--- src/rtl/player_move_ctrl.sv ---
// Player sprite path controller: walks the sprite tile-by-tile along a serpentine board
// path with per-frame interpolation. Define PLAYER_HOP_EN to add a small hop mid-step.
//
// state | meaning
// IDLE  | waiting for a move command (move_ready high)
// LOAD  | select next tile along the path and latch its screen target
// MOVE  | step toward the target on each frame_tick
// PAUSE | hold on the arrived tile for PAUSE_FRAMES frame ticks
// DONE  | one-cycle completion pulse, then back to IDLE

module player_move_ctrl #(
    parameter int BOARD_X0     = 64,
    parameter int BOARD_Y0     = 48,
    parameter int TILE_W       = 32,
    parameter int COLS         = 8,
    parameter int ROWS         = 4,
    parameter int STEP_PX      = 4,
    parameter int PAUSE_FRAMES = 8,
    localparam int NUM_TILES   = COLS * ROWS,
    localparam int TW          = $clog2(NUM_TILES)
) (
    input  logic          clk,
    input  logic          reset,
    input  logic          frame_tick,
    input  logic          move_valid,
    output logic          move_ready,
    input  logic [3:0]    move_steps,
    output logic [9:0]    player_x,
    output logic [9:0]    player_y,
    output logic [TW-1:0] cur_tile,
    output logic          busy,
    output logic          move_done
);

    localparam int              PW         = $clog2(PAUSE_FRAMES + 1);
    localparam int              INSET      = (TILE_W - 16) / 2;
    localparam logic [9:0]      STEP       = 10'(STEP_PX);
    localparam logic [9:0]      HOME_X     = 10'(BOARD_X0 + INSET);
    localparam logic [9:0]      HOME_Y     = 10'(BOARD_Y0 + INSET);
    localparam logic [TW-1:0]   LAST_TILE  = TW'(NUM_TILES - 1);
    localparam logic [PW-1:0]   PAUSE_LOAD = PW'(PAUSE_FRAMES);
    localparam logic [PW-1:0]   PAUSE_LAST = PW'(1);

    if (TILE_W < 16) begin : g_chk_tile_w
        $error("player_move_ctrl: TILE_W must be >= 16");
    end
    if (TILE_W % STEP_PX != 0) begin : g_chk_step
        $error("player_move_ctrl: STEP_PX must divide TILE_W");
    end
    if (PAUSE_FRAMES < 1) begin : g_chk_pause
        $error("player_move_ctrl: PAUSE_FRAMES must be >= 1");
    end

    typedef enum logic [2:0] {
        S_IDLE,
        S_LOAD,
        S_MOVE,
        S_PAUSE,
        S_DONE
    } state_t;

    state_t state, state_nx;

    logic [9:0]    path_x, path_y;
    logic [9:0]    tgt_x, tgt_y;
    logic [9:0]    new_x, new_y;
    logic [TW-1:0] next_tile;
    logic [TW-1:0] succ_tile;
    logic [3:0]    remaining;
    logic [PW-1:0] pause_cnt;
    logic          wrap_q;
    logic          arrive;

    // Odd rows run right-to-left so consecutive tiles stay adjacent.
    function automatic logic [9:0] tile_x(input logic [TW-1:0] idx);
        int r, c, col;
        r   = int'(idx) / COLS;
        c   = int'(idx) % COLS;
        col = (r % 2 == 0) ? c : COLS - 1 - c;
        return 10'(BOARD_X0 + col * TILE_W + INSET);
    endfunction

    function automatic logic [9:0] tile_y(input logic [TW-1:0] idx);
        int r;
        r = int'(idx) / COLS;
        return 10'(BOARD_Y0 + r * TILE_W + INSET);
    endfunction

    assign succ_tile = (cur_tile == LAST_TILE) ? '0 : cur_tile + TW'(1);

    // Only one axis differs between path neighbours; the wrap step jumps straight there.
    always_comb begin
        new_x = path_x;
        new_y = path_y;
        if (wrap_q) begin
            new_x = tgt_x;
            new_y = tgt_y;
        end else if (path_x != tgt_x) begin
            new_x = (tgt_x > path_x) ? path_x + STEP : path_x - STEP;
        end else if (path_y != tgt_y) begin
            new_y = (tgt_y > path_y) ? path_y + STEP : path_y - STEP;
        end
    end

    assign arrive = (new_x == tgt_x) && (new_y == tgt_y);

    always_ff @(posedge clk or posedge reset) begin
        if (reset) begin
            state <= S_IDLE;
        end else begin
            state <= state_nx;
        end
    end

    always_comb begin
        state_nx   = state;
        move_ready = 1'b0;
        busy       = 1'b0;
        move_done  = 1'b0;
        case (state)
            S_IDLE: begin
                move_ready = 1'b1;
                if (move_valid) begin
                    state_nx = (move_steps == 4'd0) ? S_DONE : S_LOAD;
                end
            end
            S_LOAD: begin
                busy     = 1'b1;
                state_nx = S_MOVE;
            end
            S_MOVE: begin
                busy = 1'b1;
                if (frame_tick && arrive) begin
                    state_nx = S_PAUSE;
                end
            end
            S_PAUSE: begin
                busy = 1'b1;
                if (frame_tick && pause_cnt == PAUSE_LAST) begin
                    state_nx = (remaining != 4'd0) ? S_LOAD : S_DONE;
                end
            end
            S_DONE: begin
                move_done = 1'b1;
                state_nx  = S_IDLE;
            end
            default: state_nx = S_IDLE;
        endcase
    end

    always_ff @(posedge clk or posedge reset) begin
        if (reset) begin
            path_x    <= HOME_X;
            path_y    <= HOME_Y;
            tgt_x     <= HOME_X;
            tgt_y     <= HOME_Y;
            cur_tile  <= '0;
            next_tile <= '0;
            remaining <= 4'd0;
            pause_cnt <= '0;
            wrap_q    <= 1'b0;
        end else begin
            case (state)
                S_IDLE: begin
                    if (move_valid && move_steps != 4'd0) begin
                        remaining <= move_steps;
                    end
                end
                S_LOAD: begin
                    next_tile <= succ_tile;
                    tgt_x     <= tile_x(succ_tile);
                    tgt_y     <= tile_y(succ_tile);
                    wrap_q    <= (cur_tile == LAST_TILE);
                end
                S_MOVE: begin
                    if (frame_tick) begin
                        path_x <= new_x;
                        path_y <= new_y;
                        if (arrive) begin
                            cur_tile  <= next_tile;
                            remaining <= remaining - 4'd1;
                            pause_cnt <= PAUSE_LOAD;
                        end
                    end
                end
                S_PAUSE: begin
                    if (frame_tick) begin
                        pause_cnt <= pause_cnt - PW'(1);
                    end
                end
                default: ;
            endcase
        end
    end

    assign player_x = path_x;

`ifdef PLAYER_HOP_EN
    logic [9:0] progress;
    logic       hop;

    always_ff @(posedge clk or posedge reset) begin
        if (reset) begin
            progress <= 10'd0;
        end else if (state == S_LOAD) begin
            progress <= 10'd0;
        end else if (state == S_MOVE && frame_tick) begin
            progress <= progress + STEP;
        end
    end

    assign hop = (state == S_MOVE) && !wrap_q &&
                 (progress >= 10'(TILE_W / 4)) && (progress < 10'(3 * TILE_W / 4));
    assign player_y = hop ? path_y - 10'd3 : path_y;
`else
    assign player_y = path_y;
`endif

endmodule

--- config.mk ---
export PLATFORM = sky130hd
export DESIGN_NAME = player_move_ctrl
export DESIGN_NICKNAME = d
export VERILOG_FILES = /design/src/rtl/player_move_ctrl.sv
export SDC_FILE = /design/constraint.sdc
export NUM_CORES = 1
export LEC_CHECK = 0
export ABC_CLOCK_PERIOD_IN_PS = 5300
export BUFFER_PORTS_ARGS = -buffer_cell sky130_fd_sc_hd__buf_2
export CORE_MARGIN = 2
export CORE_UTILIZATION = 40
export DETAILED_ROUTE_END_ITERATION = 16
export SYNTH_ARGS = -nofsm -noshare
export SYNTH_HDL_FRONTEND = slang
export SYNTH_SLANG_ARGS = --single-unit
--- constraint.sdc ---
create_clock -name clk -period 5.3 [get_ports clk]
set_input_delay 0 -clock clk [delete_from_list [all_inputs] [get_ports clk]]
set_output_delay 0 -clock clk [all_outputs]
set_load 0.02 [all_outputs]
# Yosys cells after proc, flatten, opt, wreduce, memory -nomap -nowiden
# Cells that the tools add are included.
# word_totals
inputBits	8
elab_cells	84
regBits	62
out_inout_bits	28
# classes
n_lt_le_gt_ge	2
eq_ne	17
n_reduce_logical	17
muxes	26
addsub	12
# op_table
operator	n
10-bit two-way mux	7
32-bit zero test	1
4-bit two-way mux	6
10-bit by 3-bit adder with 10-bit output (second input constant)	2
10-bit == test	2
10-bit > comparator	2
10-bit != test	2
10-bit by 3-bit subtractor with 10-bit output (second input constant)	2
4-bit case mux with 2 select lines	2
3-bit two-way mux	5
2-bit != test (second input constant)	7
3-bit case mux with 4 select lines	1
10-bit by 5-bit adder with 10-bit output (second input constant)	1
8-bit by 10-bit adder with 10-bit output (first input constant)	1
5-bit two-way mux	2
8-bit by 4-bit adder with 9-bit output (second input constant)	1
6-bit by 7-bit adder with 8-bit output (first input constant)	1
4-bit AND reduction	2
4-bit nonzero test	2
4-bit by 1-bit subtractor with 4-bit output (second input constant)	2
3-bit by 2-bit == test with 1-bit output (second input constant)	2
3-bit AND reduction	2
5-bit by 1-bit adder with 5-bit output (second input constant)	1
5-bit == test (second input constant)	1
11 further kinds	17

# Logic depth before layout (Yosys ltp)
# Gate-level depths: netlist of the first run.
# depth
ltp_word	10
ltp_mapped	19
depth_no_buf	18

# Least setup slack after synthesis of the first run
# No wires, ideal clock.
# synth_path
path_kind	reg-to-reg
startpoint	reg path_x[2], in the netlist player_x[2]
endpoint	reg cur_tile[0]
arrival_time_ns	4.379
period_less_slack_ns	4.507
setup_time_ns	0.128
stages_incl_launch_ff	19
required_ns	5.172
path_buffers	2
path_slack_ns	0.793
path_cell_list	dfrtp_1 -> or3_1 -> buf_2 -> a21oi_1 -> o21a_1 -> o21ai_0 -> nand2b_1 -> a21oi_1 -> or3_1 -> ha_1 -> a211oi_1 -> nor2_1 -> o311ai_0 -> a21oi_1 -> a211oi_1 -> a41oi_1 -> nor4_2 -> buf_2 -> mux2_1
# synth_between
elab_chain_cells	7
word_cells_on_any_way	13
cone_classes	add/sub: 2; order compare: 1; eq/ne: 3; mux: 5; reduce/logical: 2
# synth_rtl
item	line	text
start, declared	64	logic [9:0] path_x, path_y;
start signal, assigned	177	path_x <= new_x;
10-bit by 3-bit subtractor with 10-bit output, or another cell as far along	99	new_x = (tgt_x > path_x) ? path_x + STEP : path_x - STEP;
10-bit two-way mux	99	
10-bit two-way mux	98	end else if (path_x != tgt_x) begin
10-bit two-way mux	95	if (wrap_q) begin
10-bit == test	105	assign arrive = (new_x == tgt_x) && (new_y == tgt_y);
1-bit logical AND (*)	105	
3-bit AND reduction (no line) (*)	n/a	
end signal, assigned	180	cur_tile <= next_tile;
end, declared	30	output logic [TW-1:0] cur_tile,
# Every way passes the cells marked *; elsewhere a longest branch is shown, timed or not.
# A chain may end at the register's enable or synchronous reset.

# Final worst setup path of the first run
# layout_path
startpoint	reg path_x[5], in the netlist player_x[5]
endpoint	reg cur_tile[4]
# The elaborated chain is that of the path after synthesis.

==> impl_metrics.json, run 1 <==
{
  "status": "completed",
  "drcViolationCount": 0,
  "p_leak_nw": 1.844,
  "cts_buffers": 5,
  "drive_gt1_share_pct": 14.51,
  "crit_required_ps": 5500,
  "maxSlewHeadroom_pct": 32.03,
  "diodes": 0,
  "seqPwrFrac_pct": 31.8,
  "stdcell_count": 549,
  "cts_max_level": 2,
  "syn_area_um2": 3562,
  "synthSimpleGateAreaFrac_pct": 24.69,
  "arrival_ps": 5040,
  "crit_family": "compound AO/OA/AOI/OAI gates",
  "grt_max_degree": 50,
  "p_sw_share_pct": 44.23,
  "cts_tree": "done",
  "grt_overflow": 0,
  "num_rows": 34,
  "rsz0062_at_grt": "no",
  "worstSkewPairLatency_ps": 310,
  "crit_chain": "inv_1 -> ha_1 -> nand2b_1 -> a21oi_1 -> o21a_1 -> o21ai_0 -> nand2b_1 -> a21oi_1 -> or3_1 -> ha_1 -> a211oi_1 -> nor2_1 -> o311ai_1 -> a21oi_1 -> a211oi_1 -> a41oi_1 -> nor4_2 -> buf_4 -> mux2_2",
  "drtIter0Drc": 215,
  "critical_path_class": "register to register",
  "synth-main-ff-cell": "dfrtp_1",
  "fin_total_pwr_mw": 1.831,
  "hold_path_class": "input port to register",
  "worstSetupEndpointType": "register",
  "cts_buffer_depth": 2,
  "synth-async-reset-ratio_pct": 100.0,
  "whs_ps": 12.24,
  "worst_pin_slew_ps": 1018,
  "min_path_cells": 3,
  "grt_pass1_wl_um": 15020,
  "drv_cap": 0,
  "ant_nets": 0,
  "nets": 476,
  "portBuffers": 35,
  "cp_max_fo": 11,
  "drt_pass1_iterations": 4,
  "slowest_delay_ps": 460,
  "die_x_um": 98.37,
  "cts_setup_buffers": 0,
  "p_sw_mw": 0.8100,
  "seq_area_frac_synth_pct": 34.67,
  "postSynthAreaPerCell_um2": 8.752,
  "synth_seq_cells": 49,
  "irDropWorstVdd_v": 0.0002050,
  "rrSetupSlack_ps": 460,
  "synth_nets": 443,
  "clock_power_share_pct": 15.0,
  "crit_top_cell": "a21oi_1",
  "finalHoldViolations": 0,
  "final_min_period_over_clock_period_pct": 91.32,
  "stdcell_area_um2": 3971,
  "wl_per_cell_um": 16.15,
  "setup_violations": 0,
  "die_h_um": 98.37,
  "crit_path_start_kind": "register",
  "antenna_found_initial": 0,
  "crit_slowest_cell": "or3_1",
  "track_usage_pct": 18.94,
  "path_clk_slew_ps": 100,
  "final_cell_mix": "58 x nand2_1, 42 x dfrtp_1, 35 x buf_2, 28 x o21ai_0, 26 x ha_1",
  "synthMuxAreaShare_pct": 2.705,
  "yosysWarningCount": 0,
  "final_common_cell": "nand2_1",
  "p_int_mw": 1.021,
  "pwr-share-comb_pct": 53.3,
  "synth_compound_area_share_pct": 19.56,
  "gp_congestion": 0.8883,
  "min_period_ps": 4840,
  "layout_setup_ws_ps": 460.1,
  "cts_root_buf": "clkbuf_8",
  "die-area_um2": 9677,
  "fmax_ghz": 0.2066,
  "grt_pass1_vias": 3065,
  "setup-tns-final_ps": 0,
  "postPlaceCellArea_um2": 3840,
  "place_inst": 539,
  "final_core_util_pct": 45.76,
  "slew_viol_final": 0,
  "dp_hpwl_um": 6665,
  "initial_utilization_pct": 41.05,
  "cp.depth": 19,
  "dr_total_vias": 3145,
  "synth_edf_count": 0,
  "path_buf_inv": 2,
  "dp_slack_ps": 363.5,
  "clock_skew_ps": 5.761,
  "syn_inst": 407,
  "yosysUniqueCellTypes": 61,
  "synth_top_family_by_area": "simple AND/OR/NAND/NOR gates",
  "p_per_area_nw_per_um2": 461.2,
  "synthXorXnorAreaFrac_pct": 4.566,
  "reg2reg_depth": 19,
  "cts_num_sinks": 49,
  "core_um2": 8678,
  "routed_wl_um": 8867,
  "ioPinCount": 36,
  "synthAdderAreaFrac_pct": 10.26,
  "synthToLayoutAreaGrowth_pct": 11.49,
  "via_per_inst": 5.729
}
## cell usage after synthesis (4+ instances only)
| library cell | count | share of area (%) |
|---|---|---|
| nand2_1 | 58 | 6.1 |
| dfrtp_1 | 42 | 30 |
| o21ai_0 | 28 | 3.9 |
| ha_1 | 26 | 9.1 |
| nor2_1 | 24 | 2.5 |
| a21oi_1 | 23 | 3.2 |
| inv_1 | 19 | 2.0 |
| clkbuf_1 | 12 | 1.3 |
| xnor2_1 | 10 | 2.5 |
| and2_1 | 9 | 1.6 |
| nand2b_1 | 9 | 1.6 |
| and3_1 | 8 | 1.4 |
| dfstp_2 | 7 | 5.2 |
| nand3_1 | 7 | 0.98 |
| or3_1 | 7 | 1.2 |
| a22oi_1 | 6 | 1.3 |
| nor3_1 | 6 | 0.84 |
| nor3b_1 | 6 | 1.3 |
| o22ai_1 | 6 | 1.1 |
| xor2_1 | 6 | 1.5 |
| a221oi_1 | 5 | 1.2 |
| o21a_1 | 5 | 1.1 |
| a211oi_1 | 4 | 0.84 |
| a21o_1 | 4 | 0.84 |
| mux2_1 | 4 | 1.3 |
| mux2i_1 | 4 | 1.1 |
| o31ai_1 | 4 | 0.84 |
## cells by family (layout without fill, tap and decap cells)
family | Yosys count | count (layout)
multiplexers | 9 | 9
adder cells (fa/ha/maj) | 28 | 28
buffers and inverters | 33 | 67
flip-flops | 49 | 49
AND/OR/NAND/NOR | 165 | 165
XOR/XNOR | 17 | 17
AO/OA/AOI/OAI | 106 | 106
## worst register-to-register path, stage by stage, from the launching register on
cell and delay (ps):
dfrtp_1 440, inv_1 110, ha_1 310, nand2b_1 90
a21oi_1 140, o21a_1 120, o21ai_0 70, nand2b_1 70
a21oi_1 50, or3_1 460, ha_1 330, a211oi_1 370
nor2_1 120, o311ai_1 440, a21oi_1 80, a211oi_1 320
a41oi_1 310, nor4_2 320, buf_4 230, mux2_2 350
## layout make-up
| class | count | area [um2] |
|---|---|---|
| flip-flops and latches | 49 | 1235 |
| clock buffers | 6 | 72.57 |
| repair buffers | 40 | 217.7 |
| fillers | 889 | 4707 |
| inverters | 19 | 71.32 |
| multi-input cells | 325 | 2201 |
| well taps | 108 | 135.1 |
| clock inverters | 2 | 38.79 |
## flip-flops by register name, indices dropped and copies added, names as in the netlist
signal,count
cur_tile,5
tgt_x,4
player_x,10
tgt_y,3
player_y,10
pause_cnt,4
next_tile,5
state,3
remaining,4
wrap_q,1
## worst paths after layout
path,start,to
setup / recovery,player_x[5]$_DFFE_PP0P_,cur_tile[4]$_DFFE_PP0P_
hold / removal,move_steps[1],remaining[1]$_DFFE_PP0P_
min in group asynchronous,reset,next_tile[4]$_DFFE_PP0P_
setup reg to reg,player_x[5]$_DFFE_PP0P_,cur_tile[4]$_DFFE_PP0P_
max in group asynchronous,reset,player_y[7]$_DFFE_PP0P_
hold reg to reg,next_tile[4]$_DFFE_PP0P_,next_tile[4]$_DFFE_PP0P_
## layer usage
layer	share of wire, %	GRT usage (%)	routed length [um]
met5	0	0	0
met4	2.0	6.217	174
met3	4.5	2.720	398
met2	46	30.19	4108
met1	47	26.56	4186
## power by group through the flow
stage          clock network, mW  registers [mW]  logic [mW]
2_1_floorplan                  0           0.590       0.717
3_3_place_gp                   0           0.584       0.960
3_5_place_dp                   0           0.587       0.966
4_1_cts                    0.281           0.581       0.973
5_1_grt                    0.296           0.598        1.10
6_report                   0.274           0.582       0.976
## timing repair
item | CTS | global route
hold endpoints to repair | 43 | 0
resized for setup | 0 | 1
hold buffers | 2 | 0
endpoints found under the setup margin | 0 | 7
(Power assumes the default switching activity.)
==> inputs of run 2 (changes only) <==
ABC_CLOCK_PERIOD_IN_PS = 5100   (was 5300)
CORE_UTILIZATION = 39   (was 40)
clock period = 5.1 ns   (was 5.3 ns; I/O delays follow)
==> run 2 against run 1 <==
Fmax grew 2.5%. Worst setup slack worse by 82 ps. Critical path depth stayed put. Largest power group unchanged.
==> impl_metrics.json, run 2 (synthesis gave the netlist of run 1 again) <==
{
  "status": "completed",
  "num_rows": 34,
  "grt_pass1_vias": 3080,
  "p_sw_mw": 0.8685,
  "worst_pin_slew_ps": 1038,
  "stdcell_count": 551,
  "fmax_ghz": 0.2118,
  "ioPinCount": 36,
  "drive_gt1_share_pct": 15.80,
  "grt_max_degree": 50,
  "cp_max_fo": 11,
  "path_clk_slew_ps": 100,
  "seq_area_um2": 1235,
  "ant_nets": 0,
  "worstSetupEndpointType": "register",
  "drcViolationCount": 0,
  "pwr-share-comb_pct": 55.7,
  "min_period_ps": 4722,
  "routed_wl_um": 8936,
  "die-area_um2": 9914,
  "drt_pass1_iterations": 4,
  "hold_path_class": "input port to register",
  "p_int_mw": 1.055,
  "place_inst": 540,
  "clock_power_share_pct": 13.1,
  "p_leak_nw": 1.849,
  "final_min_period_over_clock_period_pct": 92.59,
  "p_per_area_nw_per_um2": 481.7,
  "dp_hpwl_um": 6650,
  "cts_root_buf": "clkbuf_8",
  "nets": 478,
  "via_per_inst": 5.702,
  "die_x_um": 99.57,
  "track_usage_pct": 18.68,
  "synthToLayoutAreaGrowth_pct": 12.12,
  "worstSkewPairLatency_ps": 300,
  "cts_buffers": 5,
  "antenna_found_initial": 0,
  "dr_total_vias": 3142,
  "core_um2": 8806,
  "cts_tree": "done",
  "grt_overflow": 0,
  "drtIter0Drc": 134,
  "maxSlewHeadroom_pct": 30.69,
  "postPlaceCellArea_um2": 3847,
  "clock_skew_ps": 6.899,
  "irDropWorstVdd_v": 0.0001961,
  "gp_congestion": 0.8416,
  "setup-tns-final_ps": 0,
  "final_cell_mix": "58 x nand2_1, 42 x dfrtp_1, 35 x buf_2, 28 x o21ai_0, 26 x ha_1",
  "arrival_ps": 4920,
  "wl_per_cell_um": 16.22,
  "initial_utilization_pct": 40.45,
  "final_common_cell": "nand2_1",
  "p_sw_share_pct": 45.14,
  "drv_cap": 0,
  "fin_total_pwr_mw": 1.924,
  "crit_required_ps": 5300,
  "diodes": 0,
  "finalHoldViolations": 0,
  "multi_input_area_um2": 2221,
  "critical_path_class": "register to register",
  "cts_max_level": 2,
  "cts_buffer_depth": 2,
  "grt_pass1_wl_um": 15020,
  "die_h_um": 99.57,
  "slew_viol_final": 0,
  "setup_violations": 0,
  "n_fill_cell": 872,
  "portBuffers": 35,
  "seqPwrFrac_pct": 31.1,
  "crit_path_start_kind": "register",
  "stdcell_area_um2": 3994,
  "rsz0062_at_grt": "no",
  "cts_num_sinks": 49
}
-- run 2: final timing paths --
check                                         start                        to  slack, ps  cells after the start
max in group asynchronous                     reset   player_y[9]$_DFFE_PP0P_       3970                      3
min reg2reg                next_tile[4]$_DFFE_PP0P_  next_tile[4]$_DFFE_PP0P_        490                      2
max reg2reg                 player_x[5]$_DFFE_PP0P_   cur_tile[4]$_DFFE_PP0P_        380                     19
max                         player_x[5]$_DFFE_PP0P_   cur_tile[4]$_DFFE_PP0P_        380                     19
min                                   move_steps[1]  remaining[1]$_DFFE_PP0P_         30                      3
min in group asynchronous                     reset   cur_tile[2]$_DFFE_PP0P_        490                      3
-- run 2: area by class of cell --
| class | instances | share of cell area (%) |
|---|---|---|
| inverter | 19 | 1.786 |
| tap | 108 | 3.383 |
| sequential | 49 | 30.92 |
| clock buffer | 6 | 2.068 |
| multi-input combinational | 325 | 55.61 |
| timing repair buffer | 42 | 5.827 |
| clock inverter | 2 | 0.4073 |
-- run 2: power groups by stage --
stage / Sequential, mW / Clock (mW) / Combinational, mW
6_report: 0.599 / 0.252 / 1.07
5_1_grt: 0.615 / 0.276 / 1.21
4_1_cts: 0.597 / 0.259 / 1.02
3_5_place_dp: 0.605 / 0 / 1.01
3_3_place_gp: 0.602 / 0 / 1.00
2_1_floorplan: 0.613 / 0 / 0.746
-- run 2: layer usage --
layer / global-route usage, % / share of wire, % / vias to the layer above
met1: 25.76 / 48 / 1506
met3: 3.092 / 3.5 / 12
met5: 0 / 0 / -
li1: - / - / 1553
met4: 4.847 / 1.6 / 0
met2: 30.56 / 47 / 71
-- run 2: through the flow --
step / utilization [%] / setup slack [ps] / hold slack [ps]
2_1_floorplan: - / 593.4 / 174.7
3_3_place_gp: 43.69 / 315.5 / 306.8
3_5_place_dp: 43.69 / 160.7 / 317.8
4_1_cts: 45.04 / 104.4 / 20.64
5_1_grt: 45.35 / 5.641 / 30.98
6_report: 45.35 / 377.9 / 25.06
-- run 2: critical path, stage by stage, from the launching register on --
cell and delay, ps:
dfrtp_1 440, inv_1 100, ha_1 300, nand2b_1 90
a21oi_1 120, o21a_1 120, o21ai_0 70, nand2b_1 80
a21oi_1 70, or3_1 460, ha_1 330, a211oi_1 400
nor2_1 130, o311ai_2 370, a21oi_1 90, a211oi_2 310
a41oi_2 240, nor4_2 290, buf_4 230, mux2_2 350
-- run 2: what timing repair did --
item / in CTS / in global routing
hold buffers: 2 / 0
gates resized for setup: 0 / 4
setup endpoints to repair: 0 / 15
hold endpoints to repair: 43 / 0
setup buffers: 0 / 1
